File: src/rtl/bus_xfer_seq.sv
// Register-transfer sequencer: drives one source onto the bus for SETTLE cycles,
// then strobes one destination load. All outputs come straight from flops.
module bus_xfer_seq #(
    parameter int SETTLE = 1
) (
    input  logic        clock,
    input  logic        clear_n,
    input  logic        req_valid,
    output logic        req_ready,
    input  logic [4:0]  src_sel,
    input  logic [4:0]  dst_sel,
    output logic [23:0] out_en,
    output logic [23:0] in_en,
    output logic        done,
    output logic        err,
    output logic [15:0] xfer_count
);

    localparam logic [3:0] SETTLE_CNT = 4'(SETTLE);
    localparam logic [4:0] MAX_CODE   = 5'd23;

    typedef enum logic [1:0] {
        IDLE,
        DRIVE,
        LOAD,
        ERR
    } state_t;

    state_t      state, state_next;
    logic [4:0]  src_q, dst_q, src_next, dst_next;
    logic [3:0]  settle_cnt, settle_next;
    logic [23:0] out_next, in_next;
    logic        done_next, err_next, ready_next;
    logic [15:0] count_next;

    // Next-state and next-output values; outputs are registered below, so the
    // decoded enables for a cycle are computed from the state being entered.
    always_comb begin
        state_next  = state;
        src_next    = src_q;
        dst_next    = dst_q;
        settle_next = settle_cnt;
        out_next    = '0;
        in_next     = '0;
        done_next   = 1'b0;
        err_next    = 1'b0;
        count_next  = xfer_count;

        case (state)
            IDLE: begin
                if (req_valid && req_ready) begin
                    if ((src_sel > MAX_CODE) || (dst_sel > MAX_CODE)) begin
                        state_next = ERR;
                        err_next   = 1'b1;
                    end else begin
                        state_next  = DRIVE;
                        src_next    = src_sel;
                        dst_next    = dst_sel;
                        settle_next = 4'd1;
                        out_next    = 24'd1 << src_sel;
                    end
                end
            end
            DRIVE: begin
                out_next = 24'd1 << src_q;
                if (settle_cnt == SETTLE_CNT) begin
                    state_next = LOAD;
                    in_next    = 24'd1 << dst_q;
                    done_next  = 1'b1;
                end else begin
                    settle_next = settle_cnt + 4'd1;
                end
            end
            LOAD: begin
                state_next = IDLE;
                count_next = xfer_count + 16'd1;
            end
            ERR: begin
                state_next = IDLE;
            end
            default: begin
                state_next = IDLE;
            end
        endcase

        ready_next = (state_next == IDLE);
    end

    // Reset leaves req_ready low; it rises on the first edge after release.
    always_ff @(posedge clock or negedge clear_n) begin
        if (!clear_n) begin
            state      <= IDLE;
            src_q      <= '0;
            dst_q      <= '0;
            settle_cnt <= '0;
            out_en     <= '0;
            in_en      <= '0;
            done       <= 1'b0;
            err        <= 1'b0;
            req_ready  <= 1'b0;
            xfer_count <= '0;
        end else begin
            state      <= state_next;
            src_q      <= src_next;
            dst_q      <= dst_next;
            settle_cnt <= settle_next;
            out_en     <= out_next;
            in_en      <= in_next;
            done       <= done_next;
            err        <= err_next;
            req_ready  <= ready_next;
            xfer_count <= count_next;
        end
    end

endmodule
File: config.mk
export PLATFORM = sky130hd
export DESIGN_NAME = bus_xfer_seq
export DESIGN_NICKNAME = d
export VERILOG_FILES = /design/src/rtl/bus_xfer_seq.sv
export SDC_FILE = /design/constraint.sdc
export NUM_CORES = 1
export LEC_CHECK = 0
export CELL_PAD_IN_SITES_DETAIL_PLACEMENT = 0
export CELL_PAD_IN_SITES_GLOBAL_PLACEMENT = 1
export CORE_MARGIN = 1
export CORE_UTILIZATION = 38
export DETAILED_ROUTE_END_ITERATION = 12
export GPL_ROUTABILITY_DRIVEN = 0
export GPL_TIMING_DRIVEN = 0
export PLACE_DENSITY_LB_ADDON = 0.1
export SETUP_SLACK_MARGIN = 0.3
export SLEW_MARGIN = 20
export SYNTH_ARGS = -nofsm -noshare
export SYNTH_HDL_FRONTEND = slang
export SYNTH_SLANG_ARGS = --single-unit
File: constraint.sdc
create_clock -name clock -period 2.15 [get_ports clock]
set_input_delay 0.645 -clock clock [delete_from_list [all_inputs] [get_ports clock]]
set_output_delay 0.645 -clock clock [all_outputs]
set_load 0.1 [all_outputs]
Word-level counts from Yosys, hierarchy flattened

Cells that the tools add are included.

Memories kept: 0
Bits in latches: 0
Logic and storage cells: 51
RAM bits: 0
Input port bits: 13
Memory bits (read-only): 0
Flip-flop bits (word level): 83

Shifts and indexed selects: 3
Magnitude comparators: 2
Multiply operators: 0
Bitwise gates (word level): 1
Reduce and logical (&&, ||, !) cells: 8
$add $sub $neg: 2
Equality and inequality tests: 7
Div/mod/pow operators: 0
Multiplexer cells: 18

Operator list:

| kind                    | number |
|---|---|
| $mux W24                | 4 |
| $shl A1 B5 Y24 const A  | 3 |
| $pmux W24 S2            | 1 |
| $add A16 B1 Y16 const B | 1 |
| $mux W4                 | 3 |
| $gt A5 B5 Y1 const B    | 2 |
| $pmux W4 S2             | 1 |
| $mux W2                 | 3 |
| $ne A2 B2 Y1 const B    | 3 |
| $pmux W2 S3             | 1 |
| $mux W1                 | 5 |
| $add A4 B1 Y4 const B   | 1 |
| $eq A2 B2 Y1 const B    | 2 |
| $eq A4 B1 Y1 const B    | 1 |
| $logic_not A2 Y1        | 2 |
| $reduce_and A4 Y1       | 1 |
| $reduce_and A3 Y1       | 1 |
| $eq A2 B1 Y1 const B    | 1 |
| $reduce_bool A2 Y1      | 1 |
| $reduce_or A2 Y1        | 1 |
| $logic_and A1 B1 Y1     | 1 |
| $logic_or A1 B1 Y1      | 1 |
| $not A1 Y1              | 1 |

Logic depth before layout (Yosys ltp)

Word-level depth: 6
Mapped depth: 7

Least setup slack after synthesis

OpenSTA, ideal clock, no wires.

Path kind: register to register
From: register xfer_count[0]
To: register xfer_count[14]
Path slack: -14 ps
Buffers on the path: 0
Data arrival time: 2,005 ps
Library setup time: 158 ps
Cell stages (with the launch flop): 6
Cells stage by stage: dfrtp_1 -> ha_1 -> nand2_1 -> nor4_2 -> nand3_1 -> xnor2_1

Word-level cells in the longest chain between the ends: 1

RTL lines:

| element                | RTL line | text |
|---|---|---|
| start, declared        | 16       | `output logic [15:0] xfer_count` |
| start signal, assigned | 112      | `xfer_count <= count_next;` |
| $add A16 B1 Y16        | 76       | `count_next = xfer_count + 16'd1;` |

No other way between the ends.
A chain may end at the register's enable or synchronous reset.

Worst setup path after layout

From: register req_ready
To: output req_ready

RTL lines:

| element                | RTL line | text |
|---|---|---|
| start, declared        | 9        | `output logic req_ready,` |
| start signal, assigned | 111      | `req_ready <= ready_next;` |

No word-level cell between the ends.

==> results.sh <==
export IMPL_status="finished clean"
export IMPL_area_growth_syn_to_layout_pct=28.5
export IMPL_synth_top_area_share_pct=64.2
export IMPL_fin_crit_sh_pct=83.5
export IMPL_clk_latency_ps=350
export IMPL_async_reset_ff_share_pct=100
export IMPL_rr_worst_depth=7
export IMPL_root_buffer="clkbuf_8"
export IMPL_grt_pass1_vias=2264
export IMPL_synth_ff_type="dfrtp_1"
export IMPL_n_antenna_cell=0
export IMPL_cp_start_kind="register"
export IMPL_grt_pass1_wl_microns=11900
export IMPL_setup_viol=0
export IMPL_maxSlewViolCount=0
export IMPL_hp_class="input port to asynchronous set/reset pin"
export IMPL_reg2reg_slack_ps=430
export IMPL_max_freq_mhz=557
export IMPL_min_period_ps=1800
export IMPL_path_max_fanout=3
export IMPL_drive_gt1_share_pct=32.7
export IMPL_critPathRequiredTime_ps=1500
export IMPL_avgSynthCellArea_sq_um=11.4
export IMPL_start_util_pct=39.4
export IMPL_placedCellCount=468
export IMPL_worstSetupEndpointType="primary output"
export IMPL_clock_path_buffers=2
export IMPL_nNetsFinal=393
export IMPL_met2_usage_pct=26.4
export IMPL_grt_setup_unrepaired="yes"
export IMPL_synth_area_leaders="dfrtp_1, nand2_1, o22ai_1"
export IMPL_slew_headroom_pct=66.3
export IMPL_vias=2347
export IMPL_die_y_microns=94.3
export IMPL_synth_area_sq_mm=0.00324
export IMPL_hold_ws_ps=222
export IMPL_rr_endpoint="in_en[21]"
export IMPL_ys_types=38
export IMPL_cts_tree="done"
export IMPL_powerDensity_mw_per_mm2=1200
export IMPL_grtUsageTotal_pct=17.8
export IMPL_worst_slew_pin_slew_ps=509
export IMPL_finalHoldViolations=0
export IMPL_synth_nets=299
export IMPL_dieArea_sq_mm=0.00889
export IMPL_io_pins=80
export IMPL_crit_family="buffers and inverters"
export IMPL_final_cell_mix="dfrtp_1, buf_2, nand2_1"
export IMPL_synth_edf_count=0
export IMPL_clock_sinks=83
export IMPL_rows=33
export IMPL_grtUsageMet1_pct=25.1
export IMPL_ys_seq_area_share_pct=64.2
export IMPL_wl_microns=7060
export IMPL_fin_skew_ps=8.08
export IMPL_reg2reg_from="settle_cnt[1]"
export IMPL_initialDrtViolationCount=88
export IMPL_numCtsBuffers=9
export IMPL_antenna_found_initial=0
export IMPL_cp_num_buf_inv=1
export IMPL_crit_slowest_cell="buf_2"
export IMPL_dr_pass1_iters=4
export IMPL_vdd_ir_drop_max_v=0.000524
export IMPL_yosys_area_top_type="dfrtp_1"
export IMPL_grt_max_degree=51
export IMPL_clk_pin_slew_worst_paths_ps=90
export IMPL_power_w=0.00500
export IMPL_vias_per_cell=4.82
export IMPL_max_cap_viol_count=0
export IMPL_syn_inst=283
export IMPL_ys_ff_latch=83
export IMPL_globalRouteMet3Util_pct=3.24
export IMPL_final_common_cell="dfrtp_1"
export IMPL_ys_warnings_count=0
export IMPL_crit_type="register to primary output"
export IMPL_drc=0
export IMPL_critPathMaxStageDelay_ps=430
export IMPL_die_w_microns=94.3
export IMPL_grt_busiest_layer="met2"
export IMPL_dp_hpwl_microns=5020
export IMPL_ant_nets=0
export IMPL_core_area_sq_mm=0.00822
export IMPL_routedWlPerCell_microns=14.5
export IMPL_instances_no_fill=487
export IMPL_htree_num_levels=3
export IMPL_grt_overflow=0
export IMPL_path_cells="buf_2"
export IMPL_p_leak_nw=2.08
export IMPL_port_buffers=79
export IMPL_crit_arrival_ps=1150
[per-layer routing]
metal / up-vias / wire length, microns
met5: - / 0
met4: 0 / 100
met3: 8 / 323
met2: 59 / 3330
met1: 1122 / 3300
li1: 1158 / -
[repair_timing]
action | CTS | global route
hold buffers | 0 | 0
setup endpoints to repair | 104 | 26
setup buffers | 1 | 2
cloned | 0 | 0
pin swaps | 1 | 10
gates resized for setup | 349 | 19
[metrics by stage]
stage / setup slack (ps) / util, % / setup TNS, ps / instance area, sq um
3_5_place_dp: -248 / 51.0 / -6620 / 4190
6_report: 355 / 50.6 / 0 / 4160
5_1_grt: 277 / 50.6 / 0 / 4160
2_1_floorplan: 316 / - / 0 / 3250
3_3_place_gp: -2730 / 50.7 / -210470 / 4170
4_1_cts: 249 / 49.6 / 0 / 4080
[state kept, by name (all words and copies together) (netlist names)]
signal and cells:
in_en 24, out_en 24, xfer_count 16, dst_q 5, src_q 5, settle_cnt 4
state 2, done 1, err 1, req_ready 1
[how the worst max path moves through the flow]
stage,startpoint,end,slack (ps),cells past startpoint
5_1_grt,settle_cnt[1],in_en[17],280,7
3_3_place_gp,clear_n,req_ready,-2730,1
4_1_cts,xfer_count[11],xfer_count[11],250,1
2_1_floorplan,xfer_count[0],xfer_count[14],320,5
3_5_place_dp,src_sel[3],out_en[2],-250,6
6_report,req_ready,req_ready,350,1
[cell families after synthesis]
family / synth area share, %
and+or+nand+nor: 22.2
muxes: 0.348
adders and majority gates: 1.16
buffers and inverters: 1.24
xor gates and xnor gates: 4.60
AOI/OAI and AO/OA: 6.26
DFF: 64.2
[final cells by class]
class                      instances  area [sq um]
timing repair buffer              83           541
sequential                        83          2090
tap                              105           131
fill                             783          4060
buffer                             8          48.8
clock buffer                      10           138
multi-input combinational        191          1160
inverter                           1          3.75
clock inverter                     6          48.8
[cell usage after synthesis (2+ instances only)]
library cell,count
xnor2_1,7
or2_2,4
buf_2,2
nand2_1,43
nor2b_1,6
xor2_1,10
nor2_1,37
nor3_2,2
nand3_1,14
nand4_1,5
and3_1,2
ha_1,3
buf_1,3
nand4b_1,2
or3_4,2
clkbuf_1,2
dfrtp_1,83
o21ai_0,2
nand2b_1,9
nand3b_1,4
o22ai_1,24
[report_power, final]
part / total (W) / internal [W] / leakage, nW / switching, W
logic: 0.00189 / 0.000500 / 0.884 / 0.00139
clock network: 0.00106 / 0.000461 / 0.0855 / 0.000597
registers: 0.00205 / 0.00181 / 1.11 / 0.000242
Power figures use the tool's default switching activity.
